$ cat src/rtl/field_scanner_if.sv
// -----------------------------------------------------------------------------
// field_scanner_if
//   Groups the playfield/apple inputs and the LED dot-matrix drive signals of
//   field_scanner into one bundle.
//   Signal names keep the scanner's point of view (_i into it, _o out of it).
//   Modports:
//     master : game logic / environment side; drives the field, apple and
//              enable inputs and observes the display outputs.
//     slave  : field_scanner itself.
//   Signals:
//     field_i    occupancy bitmap, bit x*SIZE_Y+y = cell (x,y)
//     apple_x_i  apple column
//     apple_y_i  apple row
//     enable_i   1 = scan continuously, 0 = blank once the frame ends
//     sclk_o     serial clock to the column shift chain
//     sdata_o    serial column data
//     latch_o    shift chain storage strobe
//     row_o      one-hot row select
//     row_en_o   row driver enable
//     frame_o    1-cycle pulse after the last row of a frame
// -----------------------------------------------------------------------------
interface field_scanner_if #(
  parameter int SIZE_X = 16,
  parameter int SIZE_Y = 16
);
  logic [SIZE_X*SIZE_Y-1:0] field_i;
  logic [3:0]               apple_x_i;
  logic [3:0]               apple_y_i;
  logic                     enable_i;
  logic                     sclk_o;
  logic                     sdata_o;
  logic                     latch_o;
  logic [SIZE_Y-1:0]        row_o;
  logic                     row_en_o;
  logic                     frame_o;

  modport master (
    output field_i, apple_x_i, apple_y_i, enable_i,
    input  sclk_o, sdata_o, latch_o, row_o, row_en_o, frame_o
  );

  modport slave (
    input  field_i, apple_x_i, apple_y_i, enable_i,
    output sclk_o, sdata_o, latch_o, row_o, row_en_o, frame_o
  );
endinterface

$ cat src/rtl/field_scanner.sv
// -----------------------------------------------------------------------------
// field_scanner
//   Drives a row-multiplexed LED dot matrix from the playfield bitmap.
//   For each row the column bits (x = SIZE_X-1 down to 0) are shifted out to an
//   external shift-register chain, latched, and the row is then lit for
//   ROW_HOLD cycles.
//   The bitmap and apple position are snapshotted once per frame, so a frame
//   never mixes old and new field contents.
//   The apple cell blinks with a period of 2*BLINK_FRAMES frames.
// Ports:
//   clk50m_i  system clock
//   rst_i     synchronous reset, active-high
//   scan      field_scanner_if.slave (field/apple/enable in, display drive out)
// All display outputs are registered and are derived from the next state, so
// they change exactly when the state does and carry no decode glitches.
// -----------------------------------------------------------------------------
module field_scanner #(
  parameter int SIZE_X       = 16,
  parameter int SIZE_Y       = 16,
  parameter int CLK_DIV      = 25,
  parameter int ROW_HOLD     = 50000,
  parameter int BLINK_FRAMES = 32
) (
  input  logic           clk50m_i,
  input  logic           rst_i,
  field_scanner_if.slave scan
);

  localparam int XW   = (SIZE_X > 1) ? $clog2(SIZE_X) : 1;
  localparam int YW   = (SIZE_Y > 1) ? $clog2(SIZE_Y) : 1;
  localparam int NB   = SIZE_X * SIZE_Y;
  localparam int IW   = (NB > 1) ? $clog2(NB) : 1;
  localparam int TMAX = (2 * CLK_DIV > ROW_HOLD) ? 2 * CLK_DIV : ROW_HOLD;
  localparam int TW   = $clog2(TMAX + 1);
  localparam int BW   = (BLINK_FRAMES > 1) ? $clog2(BLINK_FRAMES) : 1;

  localparam logic [TW-1:0] T_HALF      = TW'(CLK_DIV);
  localparam logic [TW-1:0] T_BIT_LAST  = TW'(2 * CLK_DIV - 1);
  localparam logic [TW-1:0] T_LTCH_LAST = TW'(CLK_DIV - 1);
  localparam logic [TW-1:0] T_HOLD_LAST = TW'(ROW_HOLD - 1);
  localparam logic [XW-1:0] X_FIRST     = XW'(SIZE_X - 1);
  localparam logic [YW-1:0] Y_LAST      = YW'(SIZE_Y - 1);
  localparam logic [BW-1:0] BLINK_LAST  = BW'(BLINK_FRAMES - 1);

  typedef enum logic [2:0] {
    S_IDLE,
    S_LOAD,
    S_SHIFT,
    S_LATCH,
    S_HOLD
  } state_t;

  state_t          state_q, state_d;
  logic [TW-1:0]   tmr_q, tmr_d;       // cycles spent in the current bit/latch/hold
  logic [XW-1:0]   x_q, x_d;           // column currently being shifted
  logic [YW-1:0]   y_q, y_d;           // row currently being scanned
  logic            blink_on_q, blink_on_d;
  logic [BW-1:0]   blink_cnt_q, blink_cnt_d;
  logic [NB-1:0]   snap_q, snap_d;
  logic [3:0]      apple_x_q, apple_x_d;
  logic [3:0]      apple_y_q, apple_y_d;

  logic            sclk_q, sclk_d;
  logic            sdata_q, sdata_d;
  logic            latch_q, latch_d;
  logic [SIZE_Y-1:0] row_q, row_d;
  logic            row_en_q, row_en_d;
  logic            frame_q, frame_d;

  // Lit state of cell (x,y). Apple coordinates outside the field never match
  // because the comparison is done at full integer width.
  function automatic logic cell_bit(
    input logic [NB-1:0] f,
    input logic [XW-1:0] x,
    input logic [YW-1:0] y,
    input logic [3:0]    ax,
    input logic [3:0]    ay,
    input logic          blink
  );
    logic [IW-1:0] idx;
    idx      = IW'(int'(x) * SIZE_Y + int'(y));
    cell_bit = f[idx] | (blink && (int'(ax) == int'(x)) && (int'(ay) == int'(y)));
  endfunction

  // NOTE: every variable gets a default before the case statement, so no path
  // leaves one unassigned and no latch is inferred.
  always_comb begin
    state_d     = state_q;
    tmr_d       = tmr_q + 1'b1;
    x_d         = x_q;
    y_d         = y_q;
    blink_on_d  = blink_on_q;
    blink_cnt_d = blink_cnt_q;
    snap_d      = snap_q;
    apple_x_d   = apple_x_q;
    apple_y_d   = apple_y_q;
    frame_d     = 1'b0;

    case (state_q)
      S_IDLE: begin
        tmr_d = '0;
        y_d   = '0;
        if (scan.enable_i) state_d = S_LOAD;
      end
      S_LOAD: begin
        snap_d    = scan.field_i;
        apple_x_d = scan.apple_x_i;
        apple_y_d = scan.apple_y_i;
        tmr_d     = '0;
        x_d       = X_FIRST;
        state_d   = S_SHIFT;
      end
      S_SHIFT: begin
        if (tmr_q == T_BIT_LAST) begin
          tmr_d = '0;
          if (x_q == '0) state_d = S_LATCH;
          else           x_d     = x_q - 1'b1;
        end
      end
      S_LATCH: begin
        if (tmr_q == T_LTCH_LAST) begin
          tmr_d   = '0;
          state_d = S_HOLD;
        end
      end
      S_HOLD: begin
        if (tmr_q == T_HOLD_LAST) begin
          tmr_d = '0;
          if (y_q == Y_LAST) begin
            y_d     = '0;
            frame_d = 1'b1;
            if (blink_cnt_q == BLINK_LAST) begin
              blink_cnt_d = '0;
              blink_on_d  = ~blink_on_q;
            end else begin
              blink_cnt_d = blink_cnt_q + 1'b1;
            end
            // enable_i is only consulted here, so a row is never cut short.
            state_d = scan.enable_i ? S_LOAD : S_IDLE;
          end else begin
            y_d     = y_q + 1'b1;
            x_d     = X_FIRST;
            state_d = S_SHIFT;
          end
        end
      end
      default: state_d = S_IDLE;
    endcase

    // Outputs follow the next state; the snapshot is taken from snap_d so the
    // first bit after LOAD already sees the freshly captured bitmap.
    sclk_d   = (state_d == S_SHIFT) && (tmr_d >= T_HALF);
    sdata_d  = (state_d == S_SHIFT) &&
               cell_bit(snap_d, x_d, y_d, apple_x_d, apple_y_d, blink_on_q);
    latch_d  = (state_d == S_LATCH);
    row_en_d = (state_d == S_HOLD);
    row_d    = row_en_d ? (SIZE_Y'(1) << y_d) : '0;
  end

  // NOTE: state registers use non-blocking assignments so every flop samples
  // the pre-edge values regardless of statement order.
  always_ff @(posedge clk50m_i) begin
    if (rst_i) begin
      state_q     <= S_IDLE;
      tmr_q       <= '0;
      x_q         <= '0;
      y_q         <= '0;
      blink_on_q  <= 1'b1;
      blink_cnt_q <= '0;
      sclk_q      <= 1'b0;
      sdata_q     <= 1'b0;
      latch_q     <= 1'b0;
      row_q       <= '0;
      row_en_q    <= 1'b0;
      frame_q     <= 1'b0;
    end else begin
      state_q     <= state_d;
      tmr_q       <= tmr_d;
      x_q         <= x_d;
      y_q         <= y_d;
      blink_on_q  <= blink_on_d;
      blink_cnt_q <= blink_cnt_d;
      sclk_q      <= sclk_d;
      sdata_q     <= sdata_d;
      latch_q     <= latch_d;
      row_q       <= row_d;
      row_en_q    <= row_en_d;
      frame_q     <= frame_d;
    end
  end

  // NOTE: the snapshot storage is deliberately not reset; it is always written
  // in LOAD before SHIFT reads it, and leaving reset off keeps it plain storage.
  always_ff @(posedge clk50m_i) begin
    snap_q    <= snap_d;
    apple_x_q <= apple_x_d;
    apple_y_q <= apple_y_d;
  end

  assign scan.sclk_o   = sclk_q;
  assign scan.sdata_o  = sdata_q;
  assign scan.latch_o  = latch_q;
  assign scan.row_o    = row_q;
  assign scan.row_en_o = row_en_q;
  assign scan.frame_o  = frame_q;

endmodule
$ cat src/flat_wrapper.sv
// flat-port wrapper written by rule: the top's interface ports become plain ports
module field_scanner_flat 
#(
  parameter int SIZE_X       = 16,
  parameter int SIZE_Y       = 16,
  parameter int CLK_DIV      = 25,
  parameter int ROW_HOLD     = 50000,
  parameter int BLINK_FRAMES = 32
)
  (clk50m_i, rst_i, scan_field_i, scan_apple_x_i, scan_apple_y_i, scan_enable_i, scan_sclk_o, scan_sdata_o, scan_latch_o, scan_row_o, scan_row_en_o, scan_frame_o);
  field_scanner_if #(.SIZE_X(SIZE_X), .SIZE_Y(SIZE_Y)) scan_i ();
  input  logic clk50m_i;
  input  logic rst_i;
  input wire logic [$bits(scan_i.field_i)-1:0] scan_field_i;
  input wire logic [$bits(scan_i.apple_x_i)-1:0] scan_apple_x_i;
  input wire logic [$bits(scan_i.apple_y_i)-1:0] scan_apple_y_i;
  input wire logic [$bits(scan_i.enable_i)-1:0] scan_enable_i;
  output wire logic [$bits(scan_i.sclk_o)-1:0] scan_sclk_o;
  output wire logic [$bits(scan_i.sdata_o)-1:0] scan_sdata_o;
  output wire logic [$bits(scan_i.latch_o)-1:0] scan_latch_o;
  output wire logic [$bits(scan_i.row_o)-1:0] scan_row_o;
  output wire logic [$bits(scan_i.row_en_o)-1:0] scan_row_en_o;
  output wire logic [$bits(scan_i.frame_o)-1:0] scan_frame_o;
  assign scan_i.field_i = scan_field_i;
  assign scan_i.apple_x_i = scan_apple_x_i;
  assign scan_i.apple_y_i = scan_apple_y_i;
  assign scan_i.enable_i = scan_enable_i;
  assign scan_sclk_o = scan_i.sclk_o;
  assign scan_sdata_o = scan_i.sdata_o;
  assign scan_latch_o = scan_i.latch_o;
  assign scan_row_o = scan_i.row_o;
  assign scan_row_en_o = scan_i.row_en_o;
  assign scan_frame_o = scan_i.frame_o;
  field_scanner #(.SIZE_X(SIZE_X), .SIZE_Y(SIZE_Y), .CLK_DIV(CLK_DIV), .ROW_HOLD(ROW_HOLD), .BLINK_FRAMES(BLINK_FRAMES)) u_core (.clk50m_i(clk50m_i), .rst_i(rst_i), .scan(scan_i));
endmodule
$ cat config.mk
export PLATFORM = sky130hd
export DESIGN_NAME = field_scanner_flat
export DESIGN_NICKNAME = d
export VERILOG_FILES = /design/src/rtl/field_scanner_if.sv /design/src/rtl/field_scanner.sv /design/src/flat_wrapper.sv
export SDC_FILE = /design/constraint.sdc
export NUM_CORES = 1
export LEC_CHECK = 0
export ABC_AREA = 1
export BUFFER_PORTS_ARGS = -buffer_cell sky130_fd_sc_hd__buf_4
export CORE_UTILIZATION = 60
export CTS_CLUSTER_DIAMETER = 40
export DETAILED_ROUTE_END_ITERATION = 16
export GPL_ROUTABILITY_DRIVEN = 0
export PLACE_DENSITY = 0.86
export REMOVE_ABC_BUFFERS = 1
export SLEW_MARGIN = 20
export SYNTH_ARGS = -nofsm -noshare
export SYNTH_HDL_FRONTEND = slang
export SYNTH_SLANG_ARGS = --single-unit
$ cat constraint.sdc
create_clock -name clk50m_i -period 5.2 [get_ports clk50m_i]
set_input_delay 1.04 -clock clk50m_i [delete_from_list [all_inputs] [get_ports clk50m_i]]
set_output_delay 1.04 -clock clk50m_i [all_outputs]
set_load 0.03 [all_outputs]
# [Word level (Yosys, flattened, before mapping)]
# Cells that the tools add are included.
[totals] regBits=318 in_bits=267 out_inout_bits=21 word_cells=80
[op_classes] n_addsub=5 order_cmp=2 eq_ne=14 n_shift=1 mux=27 bitwise_logic=5 n_reduce_logical=11
[op_table] cell="$mux 256" n=1
[op_table] cell="$pmux 16 s4" n=1
[op_table] cell="$mux 16" n=3
[op_table] cell="$mux 4" n=8
[op_table] cell="$mux 3" n=6
[op_table] cell="$add 16x1->16 const B" n=1
[op_table] cell="$eq 16x16->1 const B" n=1
[op_table] cell="$eq 16x5->1 const B" n=1
[op_table] cell="$eq 16x6->1 const B" n=1
[op_table] cell="$ge 16x5->1 const B" n=1
[op_table] cell="$shl 1x4->16 const A" n=1
[op_table] cell="$pmux 3 s5" n=1
[op_table] cell="$eq 3x2->1 const B" n=4
[op_table] cell="$pmux 4 s3" n=1
[op_table] cell="$lt 8x9->1 const B" n=1
[op_table] cell="$add 8x4->8" n=1
[op_table] cell="$bmux 1 s8" n=1
[op_table] cell="$eq 4x4->1" n=2
[op_table] cell="$pmux 4 s2" n=1
[op_table] cell="$eq 3x3->1 const B" n=2
[op_table] cell="$add 5x1->5 const B" n=1
[op_table] cell="$eq 5x5->1 const B" n=1
[op_table] cell="$mux 5" n=1
[op_table] cell="$add 4x1->4 const B" n=1
[op_table] cell="13 further kinds" n=22

# [Depth between registers and ports, before layout]
# Gate-level depths: netlist of run 1.
[logic_depth] depth_word=9 depth_mapped=21

# [Least setup slack after synthesis of run 1]
# Ideal clock, no wire load.
[synth_path] path_kind="register to register" startpoint="reg u_core.tmr_q[0]" endpoint="reg u_core.sdata_q (netlist: u_core.scan.sdata_o)" setup_ps=116 t_arrival_ps=2176 required_time_ps=5084 slack_ps=2908 stages_incl_launch_ff=19 path_buffers=2 period_less_slack_ps=2292 path_cell_list="dfxtp_1 > ha_1 > nand3_1 > nor2_1 > nand4_1 > nand2_2 > nand2_4 > buf_6 > buf_4 > o21ai_0 > nand2_1 > nand3_1 > nand3_1 > nand3_1 > nand3_1 > nand3_1 > nand3_1 > nand2_1 > a21oi_1"
[synth_between] elab_chain_cells=8 elab_cells_between_ends=22 classes_between="1 x add/sub; 6 x eq/ne; 11 x mux; 1 x bitwise; 3 x reduce/logical"
[synth_rtl] element="start: declaration" line="field_scanner.sv:54" source="logic [TW-1:0] tmr_q, tmr_d;"
[synth_rtl] element="start signal: assignment" line="field_scanner.sv:178" source="tmr_q <= tmr_d;"
[synth_rtl] element="$eq 16x16->1 / $eq 16x6->1 (equally long branches)" line="field_scanner.sv:127, field_scanner.sv:114"
[synth_rtl] element="$mux 4 (on tied branches)" line="field_scanner.sv:127, field_scanner.sv:114"
[synth_rtl] element="$pmux 4 s3 / $pmux 4 s2 (equally long branches)" line="field_scanner.sv:99" source="case (state_q)"
[synth_rtl] element="$add 8x4->8 / $eq 4x4->1 (equally long branches)" line="field_scanner.sv:81, field_scanner.sv:82"
[synth_rtl] element="$bmux 1 s8 / $logic_and 1x1->1 (equally long branches)" line="field_scanner.sv:82" source="cell_bit = f[idx] | (blink && (int'(ax) == int'(x)) && (int'(ay) == int'(y)));"
[synth_rtl] element="$mux 1 (not written as such) / $logic_and 1x1->1 (equally long branches)" line="field_scanner.sv:82"
[synth_rtl] element="$or 1x1->1" line="field_scanner.sv:82"
[synth_rtl] element="$logic_and 1x1->1 *" line="field_scanner.sv:153" source="sdata_d = (state_d == S_SHIFT) &&"
[synth_rtl] element="end signal: assignment" line="field_scanner.sv:184" source="sdata_q <= sdata_d;"
[synth_rtl] element="end: declaration" line="field_scanner.sv:64" source="logic sdata_q, sdata_d;"
# Every way passes the cells marked *; elsewhere a longest branch is shown, timed or not. The select of a mux whose other input is x is not followed.
# A chain may end at the register's enable or synchronous reset.

# [Worst setup path in the final report of run 1]
[layout_path] startpoint="reg u_core.state_q[0]" endpoint="reg u_core.sdata_q (netlist: u_core.scan.sdata_o)"
[layout_between] elab_chain_cells=7 elab_cells_between_ends=26 classes_between="1 x add/sub; 7 x eq/ne; 13 x mux; 1 x bitwise; 4 x reduce/logical"
[layout_rtl] element="start: declaration" line="field_scanner.sv:53" source="state_t state_q, state_d;"
[layout_rtl] element="start signal: assignment" line="field_scanner.sv:177" source="state_q <= state_d;"
[layout_rtl] element="$eq 3x3->1 (tied with other cells)" line="field_scanner.sv:99"
[layout_rtl] element="$pmux 4 s3 (tied with other cells)" line="field_scanner.sv:99"
[layout_rtl] element="$add 8x4->8 / $eq 4x4->1 (equally long branches)" line="field_scanner.sv:81, field_scanner.sv:82"
[layout_rtl] element="$bmux 1 s8 / $logic_and 1x1->1 (equally long branches)" line="field_scanner.sv:82"
[layout_rtl] element="$mux 1 (not written as such) / $logic_and 1x1->1 (equally long branches)" line="field_scanner.sv:82"
[layout_rtl] element="$or 1x1->1" line="field_scanner.sv:82"
[layout_rtl] element="$logic_and 1x1->1 *" line="field_scanner.sv:153"
# Marked as above.

==> results list, run 1 <==
* Run status: finished, final reports clean
- Between clock sinks in the finished design, the worst skew comes to 0.01106 ns.
- Worst Hold Depth: 2
- The hold violation total from the final report is 0.
- R2r endpoint: u_core.scan.sdata_o
- Sequential element share of the synthesized area: 0.4410
- After legalization and detailed placement, the total HPWL measured between 20 and 30 mm.
- In this run, post-CTS repair resized a total of 0 instances.
- The cell family contributing the most delay on the critical path is simple AND/OR/NAND/NOR gates.
- The synthesized netlist contains 40 unique library cells.
- Layout area overhead: 23.05%
* I/O pin count: between 200 and 300
- The total overflow left after global routing is 0.
- Kind of end point of the critical path: register
- In the finished design, the share of the clock period the worst path needs comes to 0.7221.
- The startpoint identified for the worst hold timing path is u_core.snap_q[235].
- CTS tree: built
* Initial standard-cell utilization of the core: 0.6132
- Setup slack on the worst reg-to-reg path comes out at between 1 and 1.5 ns.
- The tree is rooted in a sky130_fd_sc_hd__clkbuf_16.
* Cts bufs inserted: 37
- Post-detailed-route count of antenna-violating nets: 0
- Entering global routing, the biggest net connects slightly above 200 pins.
- The via count of the first global-routing pass came to roughly 14000.
- Total area of multi-input combinational cells: between 6000 and 7000 µm²
- The max-slew violation count came to 0.
- Power spread over the standard cell area amounts to about 440 nW/µm².
- During synthesis, Yosys emitted a total of 0 warnings.
- Row Count: 56
* Final wirelength: 41.12 mm
* Type of the setup path with the least slack: register to register
- The number of cells on the worst reg-to-reg path is 18.
- Excluding fillers, the count of instances in the completed layout stands at between 2000 and 3000.
- Post-placement cell count: approximately 2600
- Across the whole layout, storage elements account for about 6400 µm².
- Die width: between 150 and 200 µm
- Layout cells sized above 1: 0.2267
- Total of fill cells in the finished design: 1824
* Crit path from: u_core.state_q[0]
- Max Fclk: about 270 MHz
* Power consumption: 7.729 mW
- Final setup vio count: 0
- Maximum buffer depth of the clock tree: 3
- Clock-pin slew on the worst setup and hold paths: around 0.060 ns
- Data arrives at the worst endpoint at around 4.2 ns.
* Maximum fanout along the worst path: 122
- Number of design-rule violations left by the first detailed-router iteration: about 1300
* CTS hold repair buffers: 0
- Core Area: between 20000 and 25000 µm²
- The worst setup path is launched from a register.
* Worst Max-Slew Pin Slew: 0.9519 ns
- On the critical path, the stage with the largest delay is an instance of sky130_fd_sc_hd__inv_6.
* Max_slew headroom: 0.3645
- Clock sink count: approximately 320
* Overall routing resource usage: 0.3289
* Overall via count from detail_route: between 10000 and 15000
- RSZ-0062 raised after global routing: false
- Number of synthesized register bits: roughly 320
* Count of inserted antenna diode cells: 0
* WL per Instance: about 16 µm
- Worst min-delay path category: register to register
- Count of nets after finishing: about 2600
- Buffers inserted by post-CTS timing repair: 0
- Max cap viols: 0
* Buf/Inv on CP: 3
- The first global-routing pass estimated around 65 mm of wire.
- The largest single stage delay on the critical path is 0.67 ns.
- For the worst setup path, the data required time is approximately 5.6 ns.
* Hold Path Sink: u_core.snap_q[235]
- Die Y: about 160 µm
* Area of the die: 24690 µm²
- In this run the static leakage power is approximately 9.0 nW.
- The worst path in the final design needs a cycle of 3.755 ns, including I/O delays and setup.
- Crit Reg-Reg Startpoint: u_core.state_q[0]
* Cells after Synth: about 2100
* Via-per-instance ratio: 5.370
* DRC violations left: 0
- Latest clock arrival within the worst-skew pair: between 0.5 and 0.6 ns
- Max H-tree Level: 2
- The critical path goes through inv_1 > nor2_2 > nand2_4 > inv_6 > buf_4 > or2_2 > o21ai_0 > nand2_1 > o21ai_0 > nand2_1 > nand3_1 > nand3_1 > nand3_1 > nand3_1 > nand3_1 > nand3_1 > nand2_1 > a21oi_1.
* Number of antenna violations at the first check in global routing: 0
- IR analysis of the VDD net gives a maximum drop of 0.2380 mV.
- Count of input and output buffers: around 290
* Cell area after synthesis: roughly 14000 µm²
- Router iterations before antenna repair: 5
- Most frequent cell on the critical path: sky130_fd_sc_hd__nand3_1
* Post-Synthesis Mean Instance Area: 6.954 µm²
area by class of cell:
class / count / area share
clock buffers: 49 / 0.05804
clock inverters: 16 / 0.01218
inverters: 225 / 0.04782
multi-input cells: 1422 / 0.3746
flip-flops and latches: 318 / 0.3584
well taps: 319 / 0.02247
repair buffers: 295 / 0.1265
per-layer routing:
metal	GRT usage	wire, µm	part of all wire
met5	0	0	0
met4	0.1687	1837	0.045
met3	0.05479	3344	0.081
met2	0.5598	19380	0.47
met1	0.4006	16560	0.40
layout by cell type, fill, tap and decap left out, types with 2 or more instances in the layout:
cell type | synthesis | layout
sky130_fd_sc_hd__nand2_1 | 631 | 630
sky130_fd_sc_hd__dfxtp_1 | 318 | 318
sky130_fd_sc_hd__buf_4 | 19 | 293
sky130_fd_sc_hd__inv_1 | 215 | 215
sky130_fd_sc_hd__o21ai_0 | 202 | 202
sky130_fd_sc_hd__nand3_1 | 169 | 169
sky130_fd_sc_hd__or2_2 | 145 | 145
sky130_fd_sc_hd__nor2_1 | 117 | 117
sky130_fd_sc_hd__o21ai_1 | 45 | 45
sky130_fd_sc_hd__clkbuf_16 | 0 | 37
sky130_fd_sc_hd__nor3_1 | 26 | 26
sky130_fd_sc_hd__mux2i_1 | 16 | 16
sky130_fd_sc_hd__a21oi_1 | 14 | 14
sky130_fd_sc_hd__nand4_1 | 9 | 9
sky130_fd_sc_hd__inv_2 | 9 | 8
sky130_fd_sc_hd__clkinv_2 | 0 | 8
sky130_fd_sc_hd__nand2_2 | 7 | 7
sky130_fd_sc_hd__ha_1 | 7 | 7
sky130_fd_sc_hd__clkbuf_1 | 50 | 6
sky130_fd_sc_hd__clkbuf_8 | 0 | 6
sky130_fd_sc_hd__bufinv_16 | 0 | 5
sky130_fd_sc_hd__nand2_4 | 4 | 4
sky130_fd_sc_hd__xor2_1 | 4 | 4
sky130_fd_sc_hd__a31oi_1 | 4 | 4
sky130_fd_sc_hd__inv_6 | 0 | 3
sky130_fd_sc_hd__o2111ai_1 | 3 | 3
sky130_fd_sc_hd__xnor2_1 | 3 | 3
sky130_fd_sc_hd__nor2_2 | 2 | 2
sky130_fd_sc_hd__nor2_4 | 2 | 2
sky130_fd_sc_hd__o22ai_1 | 2 | 2
state kept, by name, indices dropped and copies added (netlist names), 3 cells and up:
| signal | flops |
|---|---|
| u_core.blink_cnt_q | 5 |
| u_core.tmr_q | 16 |
| u_core.snap_q | 256 |
| u_core.apple_y_q | 4 |
| u_core.y_q | 4 |
| u_core.scan.row_o | 16 |
| u_core.state_q | 3 |
| u_core.apple_x_q | 4 |
| u_core.x_q | 4 |
through the flow:
stage	instance area (µm²)	TNS [ns]	hold WS (ns)	setup slack [ns]	util
finish	17760	0	0.4480	1.445	0.7546
detailed placement	16490	0	0.4306	1.472	0.7004
floorplan	13850	-714.49	0.4178	-3.820	-
global placement	16490	0	0.4277	1.558	0.7004
CTS	17740	0	0.4476	1.432	0.7534
global route	17760	0	0.4602	1.114	0.7546
synthesized netlist by cell type:
master                        n  area share
sky130_fd_sc_hd__clkinv_1     1     0.00026
sky130_fd_sc_hd__o21ai_1     45       0.016
sky130_fd_sc_hd__inv_1      215       0.056
sky130_fd_sc_hd__nand4_1      9      0.0039
sky130_fd_sc_hd__nand2_4      4      0.0031
sky130_fd_sc_hd__a211oi_1     1     0.00052
sky130_fd_sc_hd__nor2_2       2     0.00087
sky130_fd_sc_hd__o31ai_1      1     0.00052
sky130_fd_sc_hd__clkbuf_2     2     0.00069
sky130_fd_sc_hd__nand2_2      7      0.0030
sky130_fd_sc_hd__buf_6        8      0.0062
sky130_fd_sc_hd__nand3_4      1      0.0012
sky130_fd_sc_hd__nor2_1     117       0.030
sky130_fd_sc_hd__o211ai_1     1     0.00052
sky130_fd_sc_hd__xor2_1       4      0.0024
sky130_fd_sc_hd__a21oi_1     14      0.0049
sky130_fd_sc_hd__buf_1        3     0.00078
sky130_fd_sc_hd__a21boi_0     1     0.00052
sky130_fd_sc_hd__o21ai_0    202       0.070
sky130_fd_sc_hd__dfxtp_1    318        0.44
sky130_fd_sc_hd__mux2i_1     16       0.011
sky130_fd_sc_hd__a31oi_1      4      0.0017
sky130_fd_sc_hd__buf_2       29       0.010
sky130_fd_sc_hd__nor3_1      26      0.0090
sky130_fd_sc_hd__xnor2_1      3      0.0018
sky130_fd_sc_hd__nor3_2       1     0.00069
sky130_fd_sc_hd__nand3b_1     1     0.00052
sky130_fd_sc_hd__o22ai_1      2     0.00087
sky130_fd_sc_hd__clkbuf_1    50       0.013
sky130_fd_sc_hd__inv_2        9      0.0023
sky130_fd_sc_hd__or2_2      145       0.063
sky130_fd_sc_hd__ha_1         7      0.0061
sky130_fd_sc_hd__nand2_1    631        0.16
sky130_fd_sc_hd__nand3_1    169       0.059
sky130_fd_sc_hd__buf_4       19      0.0099
sky130_fd_sc_hd__nor2_4       2      0.0016
sky130_fd_sc_hd__o2111ai_1    3      0.0018
sky130_fd_sc_hd__or2_0        1     0.00043
sky130_fd_sc_hd__nand3_2      1     0.00069
sky130_fd_sc_hd__o21a_1       1     0.00052
cells by family (layout without fill, tap and decap cells):
group                    Yosys count  count (layout)  share of synthesized area
multiplexers                      16              16                    0.01109
adder cells (fa/ha/maj)            7               7                   0.006067
XOR/XNOR                           7               7                   0.004247
AND/OR/NAND/NOR                 1117            1117                     0.3410
AO/OA/AOI/OAI                    275             275                    0.09751
flip-flops                       318             318                     0.4410
buffers and inverters            336             585                    0.09915
worst reg2reg max path: stages (launching register included):
cell and delay, ns:
sky130_fd_sc_hd__dfxtp_1 0.32, sky130_fd_sc_hd__inv_1 0.07, sky130_fd_sc_hd__nor2_2 0.19, sky130_fd_sc_hd__nand2_4 0.40, sky130_fd_sc_hd__inv_6 0.70, sky130_fd_sc_hd__buf_4 0.56, sky130_fd_sc_hd__or2_2 0.19, sky130_fd_sc_hd__o21ai_0 0.12
sky130_fd_sc_hd__nand2_1 0.12, sky130_fd_sc_hd__o21ai_0 0.08, sky130_fd_sc_hd__nand2_1 0.10, sky130_fd_sc_hd__nand3_1 0.08, sky130_fd_sc_hd__nand3_1 0.14, sky130_fd_sc_hd__nand3_1 0.11, sky130_fd_sc_hd__nand3_1 0.15, sky130_fd_sc_hd__nand3_1 0.10
sky130_fd_sc_hd__nand3_1 0.10, sky130_fd_sc_hd__nand2_1 0.06, sky130_fd_sc_hd__a21oi_1 0.11
report_power, final:
part / switching, mW / internal [mW]
registers: 0.156 / 3.08
clock network: 1.01 / 1.64
logic: 1.04 / 0.793
total: 2.21 / 5.51
worst max-delay path by stage:
stage / slack, ns / cells after the start / end
2_1_floorplan: -3.82 / 16 / u_core.scan.sdata_o
3_3_place_gp: 1.56 / 18 / u_core.scan.sdata_o
3_5_place_dp: 1.47 / 17 / u_core.scan.sdata_o
4_1_cts: 1.43 / 18 / u_core.scan.sdata_o
5_1_grt: 1.11 / 18 / u_core.scan.sdata_o
6_report: 1.45 / 18 / u_core.scan.sdata_o
Note: power is estimated with default switching activity, not from simulation.
==> run 2, diff against run 1 <==
CORE_UTILIZATION = 55   (was 60)
PLACE_DENSITY = 0.8   (was 0.86)
clock period = 3.5 ns   (was 5.2 ns; I/O delays follow)
==> run 2 against run 1 <==
  * Die area up 9.0%
  * Global-route usage fell by 2.2 points
  * Register-to-register slack worse by 1.1 ns
  * Clock skew is 0.0038 ns higher
  * Wire length increased by 1.6%
  * Critical path depth fell by 3
  * Maximum frequency rose by 19%
  * First-iteration DRC count increased by 0.38%
  * Clock power grew 48%
  * Non-clock buffer count grew 17
==> results list, run 2 (synthesis gave the netlist of run 1 again) <==
* Run status: finished, final reports clean
* Switch Pwr: 3.393 mW (+53%)
- Overall via count from detail_route: 14160 (-0.29%)
* Count of nets after finishing: 2594 (+0.82%)
- The max-slew violation count was 0 (unchanged).
- In this run the worst setup path begins at u_core.tmr_q[0].
* Cts bufs inserted: 39 (+5.4%)
- The number of port buffers is 287 (unchanged).
- Core Area: 25470 µm² (+8.2%)
* Req. time, crit path: 3.94 ns (-1.70 ns)
- From synthesis to final layout, the design area changed by 24.77%.
* Largest net degree at the start of global routing: 135 (-35%)
* Power share of the clock group: 0.343 (about the same)
- The worst relative slew slack is 0.3878 (+0.02336).
- The via density per instance came to 5.289 (-1.5%).
- Total area of multi-input combinational cells: 6678 µm² (+0.34%)
- Vias in the first global route: 13470 (-1.4%)
* Remaining global-route overflow: 0 (unchanged)
- Final wirelength: 41.78 mm (+1.6%)
* Final sum of negative setup slack: 0 ns (unchanged)
* Delay-heaviest family, CP: simple AND/OR/NAND/NOR gates
- Router iterations before antenna repair: 5 (unchanged)
- The critical path arrival came to 3.59 ns (-0.61 ns).
- The total buffers and inverters traversed by the critical path came to 1 (-2).
- The worst hold path begins at scan_field_i[57].
- The final setup violation count is 0 (unchanged).
* Switching share of total power: 0.2952 (+0.008686)
- The number of cells upsized or downsized after cts was 0 (unchanged).
- The area of the die was 26900 µm² (+9.0%).
- The I/O pin total was 288 (unchanged).
* Number of design-rule violations left by the first detailed-router iteration: 1309 (+0.38%)
- Final core utilization: 0.7071 (-0.04743)
- Die width: 164.0 µm (+4.4%)
* Power share of the sequential group: 0.417 (about the same)
- The slew of the pin with the lowest slew margin was 0.9170 ns (-0.03498 ns).
* Maximum cell stage delay along the critical path: 0.55 ns (-0.12 ns)
- Final hold violation count: 0 (unchanged)
- Ratio of final minimum period to clock period: 0.9017 (+0.1797)
- Kind of launch point of the worst setup path: register
* Count of inserted antenna diode cells: 0 (unchanged)
* Clock sink count: 318 (unchanged)
- The initial cell density of the core was 0.5668 (-0.04645).
- Power density over the cells: 638.2 nW/µm² (+47%)
- The filler cell count in the final layout is 2117 (+16%).
* Commonest non-fill, non-tap cell in the layout: sky130_fd_sc_hd__nand2_1
* CTS tree: built
* Maximum buffer depth of the clock tree: 3 (unchanged)
* Most used cells in the layout excluding fill and tap cells: sky130_fd_sc_hd__nand2_1, sky130_fd_sc_hd__dfxtp_1, sky130_fd_sc_hd__buf_4
* Worst clock skew: 0.01489 ns (+0.003831 ns)
- Number of antenna violations at the first check in global routing: 0 (unchanged)
- Most frequent cell on the critical path: sky130_fd_sc_hd__nand3_1
- Maximum fanout along the worst path: 19 (-84%)
- Buffers inserted by post-CTS timing repair: 0 (unchanged)
- Cell Int Power: 8.103 mW (+47%)
- Row Count: 58 (+3.6%)
* DP Wirelength: 28.27 mm (+6.2%)
- DRC violations left: 0 (unchanged)
- Combinational power share: 0.240 (+0.002)
* Die Y: 164.0 µm (+4.4%)
- Power consumption: 11.50 mW (+49%)
- Most flops, register: u_core.snap_q
- Sequential cell area: 6366 µm² (unchanged)
- The startpoint identified for the worst register-to-register timing path is u_core.tmr_q[0].
- In this run the clock root is driven by a sky130_fd_sc_hd__clkbuf_16.
- The number of max-cap violations was 0 (unchanged).
- Max Fclk: 316.8 MHz (+19%)
- The routed wire length per instance is 15.61 µm (+0.34%).
* Flip-flop count of the largest register after layout: 256 (unchanged)
- Slowest cell on crit path: sky130_fd_sc_hd__clkinv_1
- Leakage power figure: 9.056 nW (+1.2%)
* First-pass GRT wire length: 65.82 mm (+1.7%)
- Clock-pin slew on the worst setup and hold paths: 0.06 ns (about the same)
* Kind of end point of the critical path: register
- The critical path in this run is classified as register to register.
* CTS hold repair buffers: 0 (unchanged)
* Max H-tree Level: 2 (unchanged)
- Final critical delay including setup and external delays: 3.156 ns (-0.5987 ns)
- RSZ-0062 raised after global routing: false
- The insertion delay of the later-clocked pin in the worst-skew pair is 0.52 ns (about the same).
- CP Cell Sequence: ha_1 > nand3_1 > nor2_1 > nand2_1 > nor2_1 > o21ai_1 > nand2_4 > clkinv_1 > nand3_1 > nand3_1 > nand3_1 > nand3_1 > nand3_1 > nand2_1 > a21oi_1
- Final-layout worst hold slack: 0.3911 ns (-0.05692 ns)
- The min-delay analysis places its worst path in the category input pin to register.
* Overall routing resource usage: 0.3067 (-0.02222)
* Layout cells sized above 1: 0.2356 (+0.008953)
- Post-detailed-route count of antenna-violating nets: 0 (unchanged)
- Worst ir drop on vdd: 0.3603 mV (+51%)
run 2: changes by cell type in the layout (fill, tap and decap cells not counted), sizes merged:
cell | before | now
buf | 295 | 312
bufinv | 5 | 3
clkbuf | 49 | 42
clkinv | 10 | 12
clkinvlp | 0 | 3
inv | 226 | 233
nand2 | 642 | 644
run 2: final timing paths:
kind                    endpoint  slack, ns  depth (start not counted)
max reg2reg  u_core.scan.sdata_o       0.34                         15
min reg2reg   u_core.snap_q[109]       0.45                          2
min            u_core.snap_q[57]       0.39                          3
max          u_core.scan.sdata_o       0.34                         15
run 2: metrics by stage:
stage	setup WS [ns]	cells	cell area (µm²)
5_1_grt	0.06044	2677	18010
6_report	0.3439	2677	18010
4_1_cts	0.2684	2671	17960
3_3_place_gp	0.3768	2603	16680
3_5_place_dp	0.2906	2603	16680
2_1_floorplan	-5.520	1965	13850
run 2: power groups by stage:
stage               clock network (mW)  registers [mW]  logic (mW)
finish                            3.94            4.79        2.76
global route                      4.14            4.87        3.14
CTS                               3.98            4.79        2.74
detailed placement                   0            4.86        2.69
global placement                     0            4.81        2.61
floorplan                            0            4.79        1.98
run 2: worst register-to-register path: stages, from the launching register on:
cell and delay, ns:
sky130_fd_sc_hd__dfxtp_1 0.38, sky130_fd_sc_hd__ha_1 0.21, sky130_fd_sc_hd__nand3_1 0.18, sky130_fd_sc_hd__nor2_1 0.24
sky130_fd_sc_hd__nand2_1 0.13, sky130_fd_sc_hd__nor2_1 0.16, sky130_fd_sc_hd__o21ai_1 0.11, sky130_fd_sc_hd__nand2_4 0.26
sky130_fd_sc_hd__clkinv_1 0.55, sky130_fd_sc_hd__nand3_1 0.31, sky130_fd_sc_hd__nand3_1 0.12, sky130_fd_sc_hd__nand3_1 0.10
sky130_fd_sc_hd__nand3_1 0.08, sky130_fd_sc_hd__nand3_1 0.09, sky130_fd_sc_hd__nand2_1 0.06, sky130_fd_sc_hd__a21oi_1 0.11
run 2: layer usage:
| metal | wire (µm) | GRT usage |
|---|---|---|
| met5 | 0 | 0 |
| met4 | 1509 | 0.1242 |
| met3 | 2967 | 0.04192 |
| met2 | 19890 | 0.5273 |
| met1 | 17410 | 0.3863 |
run 2: layout make-up:
class / instances / area share
Clock buffer: 42 / 0.05536
Inverter: 225 / 0.04717
Multi-Input combinational cell: 1424 / 0.3707
Sequential cell: 318 / 0.3534
Timing Repair Buffer: 312 / 0.1349
Tap cell: 330 / 0.02292
Clock inverter: 26 / 0.01549
==> run 3, diff against run 2 <==
--- a/config.mk
+++ b/config.mk
@@ -8,4 +8,4 @@
 export ABC_AREA = 1
-export BUFFER_PORTS_ARGS = -buffer_cell sky130_fd_sc_hd__buf_4
-export CORE_UTILIZATION = 55
+export BUFFER_PORTS_ARGS = -buffer_cell sky130_fd_sc_hd__buf_2
+export CORE_UTILIZATION = 50
 export CTS_CLUSTER_DIAMETER = 40
@@ -13,3 +13,3 @@
 export GPL_ROUTABILITY_DRIVEN = 0
-export PLACE_DENSITY = 0.8
+export PLACE_DENSITY = 0.76
 export REMOVE_ABC_BUFFERS = 1
==> constraint.sdc (replaced) <==
create_clock -name clk50m_i -period 2.7 [get_ports clk50m_i]
set_input_delay 0.54 -clock clk50m_i [delete_from_list [all_inputs] [get_ports clk50m_i]]
set_output_delay 0.54 -clock clk50m_i [all_outputs]
set_load 0.01 [all_outputs]
==> run 3 against run 2 <==
  * Flip-flop and latch count is the same
  * First-iteration DRC count down 11%
  * Total power rose by 35%
  * Core utilization shrank 4.0 points
  * Sequential share of layout area decreased by 1.3 points
  * Non-clock buffer count is 66 higher
  * Combinational power is 39% higher
  * Sequential power is 30% higher
  * Global-route usage decreased by 3.2 points
  * Design area is 4.0% higher
  * Clock power is 40% higher
  * Wire length is 6.9% higher
  * Critical path type unchanged
  * Largest cell class unchanged
==> results list, run 3 (synthesis gave the netlist of run 1 again) <==
* Run status: finished, final reports clean
- The via density per instance came to 5.222 (-1.3%).
- The routed wire length per instance came to 15.95 µm (+2.2%).
- The initial cell density of the core came to 0.5140 (-0.05277).
- The share of the core filled with cells in the final layout came to 0.6667 (-0.04045).
* Router iterations before antenna repair: 7 (+2)
- The library cells used most frequently in the layout, excluding fill and tap cells, are sky130_fd_sc_hd__nand2_1, sky130_fd_sc_hd__dfxtp_1, sky130_fd_sc_hd__buf_2.
- Power consumption: 15.58 mW (+35%)
- Count of input and output buffers: 287 (unchanged)
- Count of inserted antenna diode cells: 0 (unchanged)
- The via count was 14620 (+3.3%).
* Vias in the first global route: 13340 (-0.97%)
* CTS root buf: sky130_fd_sc_hd__clkbuf_16
* Most flops, register: u_core.snap_q
- In this run the critical register-to-register path is launched from u_core.tmr_q[13].
* RSZ-0062 raised after global routing: true
* Final sum of negative setup slack: 0 ns (unchanged)
- TritonCTS built the clock tree.
* Power density over the cells: 831.8 nW/µm² (+30%)
- The library cell used most frequently in the layout, excluding fill and tap cells, is sky130_fd_sc_hd__nand2_1.
- Final-layout worst hold slack: 0.2283 ns (-0.1628 ns)
* Final wirelength: 44.66 mm (+6.9%)
* Sequential cell area: 6381 µm² (+0.24%)
- Crit path from: u_core.tmr_q[13]
- Number of antenna violations at the first check in global routing: 0 (unchanged)
- The width of the die was 171.9 µm (+4.8%).
- The final antenna-violating net count is 0 (unchanged).
- Kind of launch point of the worst setup path: register
* Dpl cell area: 16380 µm² (-1.8%)
- Remaining global-route overflow: 0 (unchanged)
- The total area of multi-input combinational cells is 7013 µm² (+5.0%).
* DRC violations left: 0 (unchanged)
- The number of flip-flops in the largest register came to 256 (unchanged).
- First-pass GRT wire length: 64.50 mm (-2.0%)
- The detailed-placement wirelength estimate came to 29.27 mm (+3.5%).
* Max Fclk: 378.0 MHz (+19%)
- The startpoint identified for the worst hold timing path is scan_field_i[109].
* Overall routing resource usage: 0.2744 (-0.03225)
- The placement row count is 61 (+5.2%).
- The final non-filler cell area is 18730 µm² (+4.0%).
* Count of nets after finishing: 2663 (+2.7%)
- Total of fill cells in the finished design: 2418 (+14%)
- Latest clock arrival within the worst-skew pair: 0.52 ns (about the same)
- The required time at the worst-slack endpoint is 3.11 ns (-0.83 ns).
- The maximum number of pins on one net before global-route repair is 85 (-37%).
- Area of the die: 29560 µm² (+9.9%)
- The worst voltage drop across the vdd grid came to 0.5939 mV (+65%).
* Clock-pin slew on the worst setup and hold paths: 0.06 ns (about the same)
* I/O pin count: 288 (unchanged)
* Crit path arrival time: 3.05 ns (-0.54 ns)
- Final hold violation count: 0 (unchanged)
* Layout area overhead: 29.71%
- The part of the cycle the worst path needs was 0.9797 (+0.07801).
- Maximum fanout along the worst path: 9 (-10)
- Type of the setup path with the least slack: register to register
- Layout cells sized above 1: 0.2931 (+0.05753)
- Die Y: 171.9 µm (+4.8%)
- Final critical delay including setup and external delays: 2.645 ns (-0.5108 ns)
* Final setup vio count: 0 (unchanged)
* Leakage power figure: 9.506 nW (+5.0%)
- The buffer levels on the longest clock path came to 3 (unchanged).
- The max-slew violation count came to 0 (unchanged).
* Max H-tree Level: 2 (unchanged)
- The core box area came to 28090 µm² (+10%).
- Worst clock skew: 0.01208 ns (-0.002804 ns)
* Kind of end point of the critical path: register
- Max cap viols: 0 (unchanged)
- Clock sink count: 318 (unchanged)
* Number of design-rule violations left by the first detailed-router iteration: 1159 (-11%)
* Cts bufs inserted: 41 (+5.1%)
* Worst Max-Slew Pin Slew: 0.5771 ns (-0.3398 ns)
- Max_slew headroom: 0.6112 (+0.2234)
* Worst min-delay path category: input pin to register
## run 3: cell types whose count changed in the layout (fill, tap and decap cells not counted), moves of 23 or more
cell                      previous run  this run
sky130_fd_sc_hd__buf_2               0       287
sky130_fd_sc_hd__nand3_1           169       145
sky130_fd_sc_hd__o21ai_0           202       170
sky130_fd_sc_hd__buf_4             305        53
sky130_fd_sc_hd__nand3_2             1        24
sky130_fd_sc_hd__o21ai_2             0        26
## run 3: repair_timing
action,in CTS,in global routing
resized for setup,4,147
hold buffers,0,0
setup buffers,0,25
setup endpoints to repair,2,2
pin swaps,0,40
cloned,0,12
## run 3: path summary, 6_finish.rpt
path | to | slack (ns) | cells past startpoint
setup / recovery | u_core.scan.sdata_o | 0.05 | 20
hold / removal | u_core.snap_q[109] | 0.23 | 3
setup reg to reg | u_core.scan.sdata_o | 0.05 | 20
hold reg to reg | u_core.snap_q[201] | 0.45 | 2
## run 3: layer usage
layer / share of wire / track usage / up-vias / routed length (µm)
met5: 0 / 0 / - / 0
li1: - / - / 7151 / -
met4: 0.041 / 0.1243 / 0 / 1831
met1: 0.43 / 0.3470 / 6754 / 19160
met2: 0.47 / 0.4620 / 597 / 20850
met3: 0.063 / 0.04005 / 120 / 2818
## run 3: report_power, final
part           internal, mW  switching [mW]
logic                  1.60            2.23
registers              5.93           0.297
clock network          3.36            2.16
total                  10.9            4.68
## run 3: area by class of cell
cell class              count  share of cell area
flip-flops and latches    318              0.3408
clock inverters            27             0.01497
clock buffers              49             0.06080
inverters                 225             0.04637
repair inverters            2           0.0009355
repair buffers            378              0.1364
multi-input cells        1423              0.3745
well taps                 378             0.02526
## run 3: critical path: stages, from the launching register on
cell and delay (ns):
sky130_fd_sc_hd__dfxtp_2 0.34, sky130_fd_sc_hd__nor2_2 0.13, sky130_fd_sc_hd__nand2_2 0.13, sky130_fd_sc_hd__nor2_1 0.13, sky130_fd_sc_hd__nand2_1 0.10, sky130_fd_sc_hd__nand2_4 0.11, sky130_fd_sc_hd__nand3_4 0.16, sky130_fd_sc_hd__nand2_8 0.17
sky130_fd_sc_hd__buf_4 0.16, sky130_fd_sc_hd__clkbuf_16 0.17, sky130_fd_sc_hd__nand2_1 0.05, sky130_fd_sc_hd__o21ai_1 0.10, sky130_fd_sc_hd__nand2_1 0.07, sky130_fd_sc_hd__nand3_1 0.11, sky130_fd_sc_hd__nand3_1 0.10, sky130_fd_sc_hd__nand3_2 0.09
sky130_fd_sc_hd__nand3_1 0.07, sky130_fd_sc_hd__nand3_1 0.10, sky130_fd_sc_hd__nand3_1 0.08, sky130_fd_sc_hd__nand2_1 0.08, sky130_fd_sc_hd__a21oi_1 0.06
## run 3: per-stage QoR
step / setup slack, ns / instances
floorplan: -6.320 / 1965
global placement: 0.009553 / 2687
detailed placement: -0.02881 / 2687
CTS: 0.004245 / 2763
global route: -0.08220 / 2800
finish: 0.05468 / 2800
